===== src/rtl/stream_arith_pipeline_if.sv =====
// Stream bundle for stream_arith_pipeline: operand input side and result output side.
// master = producer/consumer environment, slave = the pipeline.
interface stream_arith_pipeline_if #(
    parameter int DATA_WIDTH = 8,
    parameter int OUT_WIDTH  = 2*DATA_WIDTH
);
    logic                  in_valid;
    logic                  in_ready;
    logic [DATA_WIDTH-1:0] in_a;
    logic [DATA_WIDTH-1:0] in_b;
    logic [DATA_WIDTH-1:0] in_c;
    logic                  in_op;
    logic                  out_valid;
    logic                  out_ready;
    logic [OUT_WIDTH-1:0]  out_result;
    logic                  out_overflow;

    modport master (
        output in_valid, in_a, in_b, in_c, in_op, out_ready,
        input  in_ready, out_valid, out_result, out_overflow
    );

    modport slave (
        input  in_valid, in_a, in_b, in_c, in_op, out_ready,
        output in_ready, out_valid, out_result, out_overflow
    );
endinterface


===== src/rtl/stream_arith_pipeline.sv =====
// 4-stage valid/ready pipeline: result = (a+b or |a-b|) * c, saturate or truncate.
// Stages: S1 operands, S2 sum/absdiff, S3 full product, S4 output register.
module stream_arith_pipeline #(
    parameter int DATA_WIDTH = 8,
    parameter int OUT_WIDTH  = 2*DATA_WIDTH,
    parameter bit SATURATE   = 1'b1
) (
    input  logic                        clk,
    input  logic                        reset_n,
    input  logic                        flush,
    stream_arith_pipeline_if.slave      bus,
    output logic [2:0]                  occupancy
);
    localparam int DW = DATA_WIDTH;
    localparam int PW = 2*DW + 1;

    typedef struct packed {
        logic [DW-1:0] a;
        logic [DW-1:0] b;
        logic [DW-1:0] c;
        logic          op;
    } s1_t;

    typedef struct packed {
        logic [DW:0]   f;
        logic [DW-1:0] c;
    } s2_t;

    logic                 v1, v2, v3, v4;
    logic                 adv1, adv2, adv3, adv4;
    s1_t                  s1;
    s2_t                  s2;
    logic [PW-1:0]        s3_prod;
    logic [OUT_WIDTH-1:0] res_q;
    logic                 ovf_q;

    logic [DW:0]          f_d;
    logic [PW-1:0]        prod_d;
    logic                 ovf_d;
    logic [OUT_WIDTH-1:0] res_d;

    // Each stage may move whenever everything downstream makes room.
    assign adv4 = !v4 || bus.out_ready;
    assign adv3 = !v3 || adv4;
    assign adv2 = !v2 || adv3;
    assign adv1 = !v1 || adv2;

    assign bus.in_ready     = adv1 && !flush;
    assign bus.out_valid    = v4;
    assign bus.out_result   = res_q;
    assign bus.out_overflow = ovf_q;

    assign occupancy = 3'(v1) + 3'(v2) + 3'(v3) + 3'(v4);

    always_comb begin
        f_d = '0;
        unique case (1'b1)
            s1.op && (s1.a >= s1.b): f_d = {1'b0, s1.a - s1.b};
            s1.op && (s1.a <  s1.b): f_d = {1'b0, s1.b - s1.a};
            default:                 f_d = {1'b0, s1.a} + {1'b0, s1.b};
        endcase
    end

    assign prod_d = PW'(s2.f) * PW'(s2.c);

    generate
        if (OUT_WIDTH < PW) begin : g_ovf
            assign ovf_d = |s3_prod[PW-1:OUT_WIDTH];
        end else begin : g_no_ovf
            assign ovf_d = 1'b0;
        end
    endgenerate

    assign res_d = (SATURATE && ovf_d) ? '1 : s3_prod[OUT_WIDTH-1:0];

    always_ff @(posedge clk or negedge reset_n) begin
        if (!reset_n) begin
            v1 <= 1'b0;
            v2 <= 1'b0;
            v3 <= 1'b0;
            v4 <= 1'b0;
        end else if (flush) begin
            v1 <= 1'b0;
            v2 <= 1'b0;
            v3 <= 1'b0;
            v4 <= 1'b0;
        end else begin
            if (adv1) v1 <= bus.in_valid;
            if (adv2) v2 <= v1;
            if (adv3) v3 <= v2;
            if (adv4) v4 <= v3;
        end
    end

    // Data only moves with a valid sample, so a stalled S4 holds its value.
    always_ff @(posedge clk or negedge reset_n) begin
        if (!reset_n) begin
            s1      <= '0;
            s2      <= '0;
            s3_prod <= '0;
            res_q   <= '0;
            ovf_q   <= 1'b0;
        end else begin
            if (bus.in_valid && bus.in_ready)
                s1 <= '{a: bus.in_a, b: bus.in_b, c: bus.in_c, op: bus.in_op};
            if (adv2 && v1)
                s2 <= '{f: f_d, c: s1.c};
            if (adv3 && v2)
                s3_prod <= prod_d;
            if (adv4 && v3) begin
                res_q <= res_d;
                ovf_q <= ovf_d;
            end
        end
    end
endmodule


===== src/flat_wrapper.sv =====
// flat-port wrapper written by rule: the top's interface ports become plain ports
module stream_arith_pipeline_flat 
#(
    parameter int DATA_WIDTH = 8,
    parameter int OUT_WIDTH  = 2*DATA_WIDTH,
    parameter bit SATURATE   = 1'b1
)
  (clk, reset_n, flush, occupancy, bus_in_valid, bus_in_a, bus_in_b, bus_in_c, bus_in_op, bus_out_ready, bus_in_ready, bus_out_valid, bus_out_result, bus_out_overflow);
  stream_arith_pipeline_if #(.DATA_WIDTH(DATA_WIDTH), .OUT_WIDTH(OUT_WIDTH)) bus_i ();
  input  logic clk;
  input  logic reset_n;
  input  logic flush;
  output logic [2:0] occupancy;
  input wire logic [$bits(bus_i.in_valid)-1:0] bus_in_valid;
  input wire logic [$bits(bus_i.in_a)-1:0] bus_in_a;
  input wire logic [$bits(bus_i.in_b)-1:0] bus_in_b;
  input wire logic [$bits(bus_i.in_c)-1:0] bus_in_c;
  input wire logic [$bits(bus_i.in_op)-1:0] bus_in_op;
  input wire logic [$bits(bus_i.out_ready)-1:0] bus_out_ready;
  output wire logic [$bits(bus_i.in_ready)-1:0] bus_in_ready;
  output wire logic [$bits(bus_i.out_valid)-1:0] bus_out_valid;
  output wire logic [$bits(bus_i.out_result)-1:0] bus_out_result;
  output wire logic [$bits(bus_i.out_overflow)-1:0] bus_out_overflow;
  assign bus_i.in_valid = bus_in_valid;
  assign bus_i.in_a = bus_in_a;
  assign bus_i.in_b = bus_in_b;
  assign bus_i.in_c = bus_in_c;
  assign bus_i.in_op = bus_in_op;
  assign bus_i.out_ready = bus_out_ready;
  assign bus_in_ready = bus_i.in_ready;
  assign bus_out_valid = bus_i.out_valid;
  assign bus_out_result = bus_i.out_result;
  assign bus_out_overflow = bus_i.out_overflow;
  stream_arith_pipeline #(.DATA_WIDTH(DATA_WIDTH), .OUT_WIDTH(OUT_WIDTH), .SATURATE(SATURATE)) u_core (.clk(clk), .reset_n(reset_n), .flush(flush), .bus(bus_i), .occupancy(occupancy));
endmodule

===== config.mk =====
export PLATFORM = sky130hd
export DESIGN_NAME = stream_arith_pipeline_flat
export DESIGN_NICKNAME = d
export VERILOG_FILES = /design/src/rtl/stream_arith_pipeline_if.sv /design/src/rtl/stream_arith_pipeline.sv /design/src/flat_wrapper.sv
export SDC_FILE = /design/constraint.sdc
export NUM_CORES = 1
export LEC_CHECK = 0
export ABC_AREA = 1
export CORE_MARGIN = 3
export CORE_UTILIZATION = 45
export DETAILED_ROUTE_END_ITERATION = 12
export SYNTH_ARGS = -nofsm -noshare
export SYNTH_HDL_FRONTEND = slang
export SYNTH_SLANG_ARGS = --single-unit

===== constraint.sdc =====
create_clock -name clk -period 10.71 [get_ports clk]
set_input_delay 2.142 -clock clk [delete_from_list [all_inputs] [get_ports clk]]
set_output_delay 2.142 -clock clk [all_outputs]
set_load 0.01 [all_outputs]

==> out/metrics.cfg <==
[setup_path]
cpMaxStageDelayCell = clkdlybuf4s50_1
cp_top_family = buffers and inverters
crit_buf_inv = 3
arrival_ps = 4120
cp-end-kind = output port
r2r_end = u_core.s3_prod[10]
path_cells = clkdlybuf4s50_1 > inv_1 > nand2_2 > nor2_8 > a31oi_2 > clkdlybuf4s50_1
ff2ff_setup_slack_ps = 6490
rr_startpoint = u_core.s2[7]
criticalPathCategory = input pin to output port
crit_required_ps = 8570
ff2ff_path_depth = 14
cpPeakStageDelay_ps = 670
critPathMaxFanout = 11
crit_top_cell = clkdlybuf4s50_1
critPathLaunchType = input pin

[place]
dp_slack_ps = 4470
hpwl_um = 11000
gp_congestion = 0.911
dp.cells = 1116
port_buffers = 51
place_area_um2 = 7420

[yosys]
synth_top_family_by_area = adder cells
avgSynthCellArea_um2 = 7.48
synth_area_leaders = dfrtp_1 (29%), nand2_1 (14%), fa_1 (13%), ha_1 (11%), inv_1 (10%)
synth_compound_area_frac = 0.0780
synth_xor_xnor_area_share = 0.0128
synthAdderAreaFrac = 0.247
synth-seq-cells = 80
muxShareOfSynthArea = 0
yosysTopAreaCellShare = 0.292
synth.distinct_cells = 37
synth.yosys.seq_area_share = 0.292
synthCells = 918
synth_nets = 1056
yosysWarnings = 0
netlist_area_um2 = 6870
yosysTopAreaCell = dfrtp_1
synth-simple-area-share = 0.236

[die]
core_um2 = 14800
start_util = 0.465
io_pins = 52
die_h_um = 130
fp.dieW_um = 130
die-area_um2 = 16800
rows = 44

[clock_network]
cts_tree = yes
cts_buffer_depth = 2
clk_transition_reported_paths_ps = 60
post-cts-setup-buffers = 0
ctsResizeCount = 0
clock_latency_ps = 350
h-tree-depth = 3
cts_hold_buf = 0
root_buffer = clkbuf_16
cts_inserted_buffers = 9
cts_sinks = 80

[min_path]
hold_path_class = flop to flop
hold_end = u_core.s2[0]
min_path_cells = 2
min-delay-start = u_core.s1[1]

[power_and_ir_drop]
finalPower_mw = 1.81
leakage_nw = 4.49
irDropWorstVdd_v = 0.000123
p_per_area_nw_per_um2 = 235

[global_route]
grt_max_degree = 81
track_usage = 0.184
antenna_found_initial = 0
overflow = 0
grt_first_pass_wirelength_um = 24800
first_global_vias = 5150

[drt]
routed_wl_um = 14200
drc = 0
viasPerCell = 4.79
dr.pass1.iters = 6
final_antenna_net_count = 0
num_vias = 5412
drt_iter0_markers = 315
wl_per_cell_um = 12.5

[sta]
tightest_slew_ps = 1010
maxSlewViolCount = 0
min_period_ps = 6260
fin_ws_ps = 4450
rsz0062_at_grt = no
timing.final.crit_share = 0.585
finalSetupTns_ps = 0
whs_ps = 470
timing.fmax_ghz = 0.160
max_slew_margin = 0.329
skew_ps = 11.1
hold_violations = 0
setup_viol = 0

[finish]
fin_area_um2 = 7690
fin_nets = 1081
layout.cells.non_filler = 1131
antennaDiodeCount = 0
syn2layout_area_growth_pct = 12.0
fin_util = 0.521
drive_gt1_frac = 0.0317

[outcome]
status = finished clean

[job]
max-cap-violations = 0

## routing by layer
layer,vias to the layer above,GRT usage,share of wire
li1,2824,-,-
met2,89,0.290,0.44
met1,2485,0.266,0.51
met5,-,0,0
met4,0,0.0489,0.011
met3,14,0.0272,0.033
## where the power goes
part           switching (mW)  internal, mW  total (mW)
Combinational           0.630         0.421        1.05
Sequential             0.0871         0.377       0.464
Clock                   0.128         0.168       0.296
## how the worst max path moves through the flow
stage	slack, ps	cells past startpoint	from	end
finish	4450	6	bus_out_ready	bus_in_ready
global placement	4460	6	bus_out_ready	bus_in_ready
global route	4380	6	bus_out_ready	bus_in_ready
CTS	4450	6	bus_out_ready	bus_in_ready
detailed placement	4470	6	bus_out_ready	bus_in_ready
floorplan	5810	5	bus_out_ready	bus_in_ready
## cell usage in the layout, fill, tap and decap left out, drive strengths merged
cell type,n
nand3b,2
o22ai,1
nand3,60
a21boi,1
nor3,1
inv,195
ha,62
clkbuf,12
nor2,56
or2,2
and2,1
clkdlybuf4s50,50
nand2b,1
o21bai,2
o31ai,1
a31oi,5
a21oi,58
buf,1
dfrtp,80
nand4,8
fa,46
o21ai,32
nand2,257
clkinv,2
xnor2,4
xor2,6
clkinvlp,1
## registers in the layout, summed over array words and instances (netlist names)
signal and count:
u_core.s1 25, u_core.s2 17, u_core.s3_prod 17, u_core.bus.out_result 16
u_core.bus.out_overflow 1, u_core.bus.out_valid 1, u_core.v1 1, u_core.v2 1
u_core.v3 1
## area by class of cell
cell class	count	area, µm²
Fill cell	1505	7060
Multi-Input combinational cell	606	3940
Tap cell	184	230
Timing Repair Buffer	51	508
Clock inverter	3	17.5
Inverter	195	737
Clock buffer	12	256
Sequential cell	80	2000
## cells by family after synthesis
family,count (synthesis)
flops,80
compound gates,100
xor+xnor,10
simple gates,388
fa+ha+maj,108
buf+inv,232
## worst min-delay path, stage by stage, from the launching register on
cell     delay, ps
dfrtp_1        340
nand2_1         50
nand2_1         50
## cell usage after synthesis
cell type / n
inv_1: 192
buf_4: 6
buf_1: 1
o21bai_1: 2
o22ai_1: 1
clkbuf_1: 19
o31ai_1: 1
a21oi_2: 2
nand3_2: 2
nor2_8: 1
nand2_1: 252
nand2b_1: 1
nor2_1: 55
inv_4: 2
nand4_1: 8
a21boi_0: 1
nor3_1: 1
o21ai_2: 1
fa_1: 46
nand3b_1: 2
dfrtp_1: 80
a21oi_1: 56
buf_6: 2
buf_2: 9
a31oi_2: 1
nand3_1: 58
nand2_4: 2
ha_1: 62
nand2_2: 3
a31oi_1: 4
inv_2: 1
or2_0: 2
and2_1: 1
o21ai_1: 5
xnor2_1: 4
o21ai_0: 26
xor2_1: 6
Note: power is estimated with default switching activity, not from simulation.
